## config.mk

```make
export PLATFORM = sky130hd
export DESIGN_NAME = instr_loader
export DESIGN_NICKNAME = d
export VERILOG_FILES = /design/src/rtl/instr_loader.sv
export SDC_FILE = /design/constraint.sdc
export NUM_CORES = 1
export LEC_CHECK = 0
export CELL_PAD_IN_SITES_DETAIL_PLACEMENT = 0
export CELL_PAD_IN_SITES_GLOBAL_PLACEMENT = 1
export CORE_MARGIN = 3
export CORE_UTILIZATION = 35
export DETAILED_ROUTE_END_ITERATION = 7
export PLACE_DENSITY_LB_ADDON = 0.1
export REMOVE_ABC_BUFFERS = 1
export SYNTH_ARGS = -nofsm -noshare
export SYNTH_HDL_FRONTEND = slang
export SYNTH_SLANG_ARGS = --single-unit
```

## constraint.sdc

```tcl
create_clock -name clk -period 4.1 [get_ports clk]
set_input_delay 0.41 -clock clk [delete_from_list [all_inputs] [get_ports clk]]
set_output_delay 0.41 -clock clk [all_outputs]
set_load 0.03 [all_outputs]
```

## src/rtl/instr_loader.sv

```systemverilog
// Instruction memory loader: streams 32-bit words into byte memory MSB first,
// with an optional all-zero halt word after the last word of a program.
module instr_loader #(
    parameter bit          APPEND_HALT = 1'b1,
    parameter logic [18:0] TOP_ADDR    = 19'h7FFFF
) (
    input  logic        clk,
    input  logic        rst,
    input  logic        start,
    input  logic [18:0] base_addr,
    input  logic        word_valid,
    input  logic [31:0] word_data,
    input  logic        word_last,
    output logic        word_ready,
    output logic        mem_we,
    output logic [18:0] mem_addr,
    output logic [7:0]  mem_wdata,
    output logic        busy,
    output logic        done,
    output logic        err,
    output logic [15:0] word_count
);

    typedef enum logic [2:0] {
        S_IDLE,
        S_WAIT,
        S_WR,
        S_HALT,
        S_FIN
    } state_e;

    state_e      state_q;
    // One spare bit so ptr+4 past the top never aliases back to address 0
    logic [19:0] ptr_q;
    logic [31:0] data_q;
    logic        last_q;
    logic [1:0]  idx_q;
    logic [15:0] word_count_q;
    logic        err_q;
    logic        done_q;
    logic        busy_q;
    logic        word_ready_q;
    logic        mem_we_q;
    logic [18:0] mem_addr_q;
    logic [7:0]  mem_wdata_q;

    logic [19:0] lim_d;
    logic [19:0] ptr_nx_d;
    logic        ovf_cur_d;
    logic        ovf_nxt_d;
    logic [18:0] byte_addr_d;
    logic [31:0] shifted_d;
    logic [7:0]  next_byte_d;
    logic [15:0] wc_inc_d;
    logic [1:0]  idx_nx_d;

    assign lim_d       = {1'b0, TOP_ADDR};
    assign ptr_nx_d    = ptr_q + 20'd4;
    assign ovf_cur_d   = (ptr_q + 20'd3) > lim_d;
    assign ovf_nxt_d   = (ptr_nx_d + 20'd3) > lim_d;
    assign idx_nx_d    = idx_q + 2'd1;
    assign byte_addr_d = ptr_q[18:0] + {17'd0, idx_nx_d};
    assign shifted_d   = data_q << {idx_nx_d, 3'b000};
    assign next_byte_d = shifted_d[31:24];
    assign wc_inc_d    = (word_count_q == 16'hFFFF) ? word_count_q
                                                     : word_count_q + 16'd1;

    always_ff @(posedge clk or posedge rst) begin
        if (rst) begin
            state_q      <= S_IDLE;
            ptr_q        <= '0;
            data_q       <= '0;
            last_q       <= 1'b0;
            idx_q        <= '0;
            word_count_q <= '0;
            err_q        <= 1'b0;
            done_q       <= 1'b0;
            busy_q       <= 1'b0;
            word_ready_q <= 1'b0;
            mem_we_q     <= 1'b0;
            mem_addr_q   <= '0;
            mem_wdata_q  <= '0;
        end else begin
            done_q      <= 1'b0;
            mem_we_q    <= 1'b0;
            mem_addr_q  <= '0;
            mem_wdata_q <= '0;
            unique case (state_q)
                S_IDLE: begin
                    if (start) begin
                        state_q      <= S_WAIT;
                        ptr_q        <= {1'b0, base_addr};
                        word_count_q <= '0;
                        err_q        <= 1'b0;
                        busy_q       <= 1'b1;
                        word_ready_q <= 1'b1;
                    end
                end
                S_WAIT: begin
                    if (word_valid) begin
                        data_q       <= word_data;
                        last_q       <= word_last;
                        word_ready_q <= 1'b0;
                        if (ovf_cur_d) begin
                            state_q <= S_IDLE;
                            err_q   <= 1'b1;
                            busy_q  <= 1'b0;
                        end else begin
                            state_q     <= S_WR;
                            idx_q       <= 2'd0;
                            mem_we_q    <= 1'b1;
                            mem_addr_q  <= ptr_q[18:0];
                            mem_wdata_q <= word_data[31:24];
                        end
                    end
                end
                S_WR: begin
                    if (idx_q != 2'd3) begin
                        idx_q       <= idx_nx_d;
                        mem_we_q    <= 1'b1;
                        mem_addr_q  <= byte_addr_d;
                        mem_wdata_q <= next_byte_d;
                    end else begin
                        ptr_q        <= ptr_nx_d;
                        word_count_q <= wc_inc_d;
                        idx_q        <= 2'd0;
                        if (!last_q) begin
                            state_q      <= S_WAIT;
                            word_ready_q <= 1'b1;
                        end else if (!APPEND_HALT) begin
                            state_q <= S_FIN;
                            done_q  <= 1'b1;
                        end else if (ovf_nxt_d) begin
                            state_q <= S_IDLE;
                            err_q   <= 1'b1;
                            busy_q  <= 1'b0;
                        end else begin
                            state_q    <= S_HALT;
                            mem_we_q   <= 1'b1;
                            mem_addr_q <= ptr_nx_d[18:0];
                        end
                    end
                end
                S_HALT: begin
                    if (idx_q != 2'd3) begin
                        idx_q      <= idx_nx_d;
                        mem_we_q   <= 1'b1;
                        mem_addr_q <= byte_addr_d;
                    end else begin
                        idx_q   <= 2'd0;
                        state_q <= S_FIN;
                        done_q  <= 1'b1;
                    end
                end
                S_FIN: begin
                    state_q <= S_IDLE;
                    busy_q  <= 1'b0;
                end
                default: state_q <= S_IDLE;
            endcase
        end
    end

    assign word_ready = word_ready_q;
    assign mem_we     = mem_we_q;
    assign mem_addr   = mem_addr_q;
    assign mem_wdata  = mem_wdata_q;
    assign busy       = busy_q;
    assign done       = done_q;
    assign err        = err_q;
    assign word_count = word_count_q;

endmodule
```

==> Word level (Yosys, flattened, before mapping) <==
Index checks and enable logic that the tools add are counted.
Widths: inputs -> output; s select.
{ "word_totals": {"regBits": 106, "in_bits": 56, "output_inout_bits": 48, "word_cells": 109} }
{ "op_classes": {"n_addsub": 6, "order_cmp": 2, "n_eq_ne": 16, "shifts": 1, "mux": 57, "reduce_logical": 14} }
{ "op_table": {"columns": ["operator", "count"], "rows": [
  ["$mux 19", 6],
  ["$pmux 19 s3", 1],
  ["$mux 16", 3],
  ["$add 20x2->20 const B", 2],
  ["$gt 20x19->1 const B", 2],
  ["$mux 20", 2],
  ["$pmux 20 s2", 1],
  ["$pmux 16 s2", 1],
  ["$shl 32x5->32", 1],
  ["$mux 8", 3],
  ["$mux 1", 23],
  ["$ne 2x2->1 const B", 11],
  ["$add 20x3->20 const B", 1],
  ["$add 19x2->19", 1],
  ["$add 16x1->16 const B", 1],
  ["$eq 16x16->1 const B", 1],
  ["$pmux 8 s2", 1],
  ["$reduce_and 7->1", 2],
  ["$mux 2", 6],
  ["$mux 3", 4],
  ["$pmux 3 s4", 1],
  ["$pmux 1 s3", 3],
  ["$reduce_and 4->1", 2],
  ["$eq 3x2->1 const B", 2],
  ["13 further kinds", 15]
]} }

==> Longest topological paths before layout <==
{ "depth": {"word_depth": 7, "depth_mapped": 12, "mapped_depth_nobuf": 10} }

==> Least setup slack after synthesis <==
OpenSTA, ideal clock, no wires.
{ "synth_timing": {"path_kind": "flip-flop to flip-flop", "start": "reg, netlist name word_count[0]", "end": "reg ptr_q[0]", "setup_ns": 0.125, "arrival_ns": 2.463, "t_required_ns": 3.975, "path_slack_ns": 1.512, "path_stages_with_launch": 8, "path_buffers": 0, "synth_period_minus_slack_ns": 2.588, "path_cell_list": "dfrtp_1 -> ha_1 -> nand3_1 -> nor4_1 -> nand2_1 -> o21ai_0 -> nor2_1 -> mux2_2"} }
{ "synth_lines": {"columns": ["element", "line_no", "source"], "rows": [
  ["end signal: assignment", "92", "ptr_q <= {1'b0, base_addr};"],
  ["end signal: assignment", "124", "ptr_q <= ptr_nx_d;"],
  ["end: declaration", "34", "logic [19:0] ptr_q;"]
]} }

==> Worst setup path after layout <==
{ "layout_timing": {"start": "reg ptr_q[2]", "end": "reg mem_addr_q[16] (netlist: mem_addr[16])"} }
{ "layout_between": {"elab_chain_cells": 7, "word_cells_on_any_way": 13, "cone_classes": "4 x add/sub; 2 x order compare; 7 x mux"} }
{ "layout_rtl": {"columns": ["element", "line_no", "source"], "rows": [
  ["$add 20x3->20", "58", "assign ptr_nx_d = ptr_q + 20'd4;"],
  ["$add 20x2->20", "60", "assign ovf_nxt_d = (ptr_nx_d + 20'd3) > lim_d;"],
  ["$gt 20x19->1", "60", null],
  ["$mux 19", "133", "end else if (ovf_nxt_d) begin"],
  ["$mux 19", "127", "if (!last_q) begin"],
  ["$mux 19", "118", "if (idx_q != 2'd3) begin"],
  ["$pmux 19 s3 (*)", "88", "unique case (state_q)"],
  ["end signal: assignment", "121", "mem_addr_q <= byte_addr_d;"],
  ["end signal: assignment", "140", "mem_addr_q <= ptr_nx_d[18:0];"],
  ["end signal: assignment", "148", "mem_addr_q <= byte_addr_d;"],
  ["end: declaration", "44", "logic [18:0] mem_addr_q;"]
]} }
Every way passes the cells marked *; elsewhere a longest branch is shown, timed or not.
A chain may end at the register's enable or synchronous reset.

==> results_dict.tcl <==
set metrics [dict create \
    fill_cells 1529 \
    maxCapViolCount 0 \
    num_vias 4867 \
    place_area_um2 6882 \
    dpl.hpwl_um 11220 \
    dieArea_um2 17790 \
    cts_tree "done" \
    arrival_ns 3.77 \
    synth_most_common_cell "dfrtp_1" \
    ir_worst_vdd_mv 0.3027 \
    core_um2 15540 \
    postSynthAreaPerCell_um2 9.773 \
    grt_pass1_wl_um 26380 \
    power_density_nw_per_um2 765.5 \
    synth_compound_area_frac 0.1803 \
    drv_slew 0 \
    cp.required_ns 4.35 \
    synth-adder-area-share 0.01675 \
    io_pins 104 \
    clk_path_buf_depth 2 \
    synth-simple-area-share 0.1734 \
    ctsHoldBuffers 0 \
    die_w_um 133.4 \
    drc 0 \
    cp-end-kind "flip-flop" \
    max_slew_margin 0.3728 \
    setup_viol 0 \
    fin_area_um2 7198 \
    status "finished, final reports clean" \
    synth_edf_count 0 \
    synth_common_cells "106 x dfrtp_1, 57 x nand2_1, 57 x o21ai_0" \
    crit_start "ptr_q[2]" \
    tns_ns 0 \
    p_total_uw 5510 \
    synth_top_area_cell "dfrtp_1" \
    synth_cell_types 65 \
    netlist_instances 581 \
    clk_pin_slew_ns 0.07 \
    post_drt_wl_per_cell_um 18.42 \
    min_period_over_period 0.8586 \
    synth_mux_area_frac 0.1009 \
    synth_top_flop_cell "dfrtp_1" \
    insertedDiodeCount 0 \
    die_height_um 133.4 \
    reg2reg_slack_ns 0.58 \
    fin_cells 878 \
    synth_top_family_by_area "compound AO/OA/AOI/OAI gates" \
    grt_pass1_vias 4843 \
    fmax_ghz 0.2841 \
    worst_setup_path_start_kind "flip-flop" \
    drtIter0Drc 293 \
    synthXorXnorAreaFrac 0.01983 \
    grt_usage 0.1863 \
    crit_type "flip-flop to flip-flop" \
    drt_wl_total_um 16180 \
    initial_core_util 0.3654 \
    cts_resized 0 \
    detail-route-antenna-nets 0 \
    reg2reg_depth 9 \
    synth_seq_cells 106 \
    clkSinkCount 106 \
    area_growth_syn_to_layout_pct 26.77 \
    rsz0062_at_grt "false" \
    cts-buffers-inserted 9 \
    dr.pass1.iters 5 \
    crit_fanout 16 \
    p_leak_uw 0.002878 \
    fin_skew_ns 0.006716 \
    min_period_ns 3.520 \
    yosysWarnings 0 \
    netlist.area_leader.share 0.4672 \
    htree_levels 3 \
    r2r_start "ptr_q[2]" \
    io_buffer_count 103 \
    synth-seq-area-share 0.4672 \
    post-cts-setup-buffers 0 \
    placedCellCount 863 \
    row_count 45 \
    final_core_util 0.4632 \
    worst_pin_slew_ns 0.9408 \
    viasPerCell 5.543 \
    grt.overflow.total 0 \
    r2r_end "mem_addr[16]" \
    synth_area_leaders "dfrtp_1 47%, mux2_2 6.7%, o21ai_0 5.0%" \
    cp-endpoint "mem_addr[16]" \
    hp-class "flip-flop to flip-flop" \
    netlist_area_um2 5678 \
    hold_violations 0 \
    cts-root-buf "clkbuf_16" \
    antenna_found_initial 0 \
    nNetsFinal 726 \
    drive_gt1_frac 0.1349 \
    grt_max_degree 67 \
    synthArstFlopShare 1.000 \
    clock_latency_ns 0.35 \
    gp_congestion 0.8662 \
]
==> critical path, stage by stage (launching register included) <==
cell and delay [ns]:
dfrtp_1 0.58, ha_1 0.30, nand3_1 0.36, nor3_1 0.50, xnor2_1 0.18, nor4_4 0.32, nand4_2 0.20, a21oi_4 0.52
nor2_2 0.20, o311ai_2 0.25
==> logic make-up after synthesis <==
family / Yosys count
compound gates: 163
xor+xnor: 12
fa+ha+maj: 7
buf+inv: 57
flops: 106
mux: 43
simple gates: 193
==> layer usage <==
layer,wire length [um],vias up,track usage
met5,0,-,0
met2,7808,157,0.3098
li1,-,2285,-
met3,891,11,0.04456
met1,7333,2414,0.2513
met4,142,0,0.03371
==> state kept, by name, indices dropped and copies added, names as in the netlist, 2 cells and up <==
name,count
data_q,32
idx_q,2
mem_addr,19
mem_wdata,8
ptr_q,20
state_q,3
word_count,16
==> layout by cell type, fill, tap and decap left out, types with 10 or more instances in the layout <==
cell type	count
buf_4	11
inv_1	13
dfrtp_1	106
a21oi_1	40
a22o_1	10
nor3_1	13
nand3_1	32
nand2_1	57
nor2_1	37
mux2_2	34
and3_1	11
clkdlybuf4s50_1	103
a31oi_1	10
o21ai_0	57
==> area by class of cell <==
class	count	area (um2)	share of cell area
clock inverter	4	73.82	0.01026
tap	211	264.0	0.03668
inverter	14	55.05	0.007648
sequential	106	2653	0.3685
timing repair buffer	114	1114	0.1547
multi-input combinational	418	2796	0.3885
clock buffer	11	242.7	0.03372
==> power breakdown <==
group / switching (uW) / leakage [uW] / internal (uW)
Clock: 390 / 0.000156 / 551
Combinational: 1530 / 0.00140 / 1140
Sequential: 432 / 0.00132 / 1470
Total: 2350 / 0.00288 / 3160
==> metrics by stage <==
stage,setup WS (ns),hold slack (ns)
floorplan,-0.08235,0.4753
global placement,0.8452,0.4853
detailed placement,0.6773,0.4922
CTS,0.6258,0.5078
global route,0.2383,0.5208
finish,0.5797,0.5053
==> worst min path at each step <==
stage	from	cells after the start	endpoint	slack, ns
detailed placement	data_q[0]	1	data_q[0]	0.49
global placement	data_q[30]	1	data_q[30]	0.49
finish	data_q[0]	1	data_q[0]	0.51
global route	data_q[0]	1	data_q[0]	0.52
CTS	data_q[0]	1	data_q[0]	0.51
floorplan	data_q[0]	1	data_q[0]	0.48
Power figures use the tool's default switching activity.
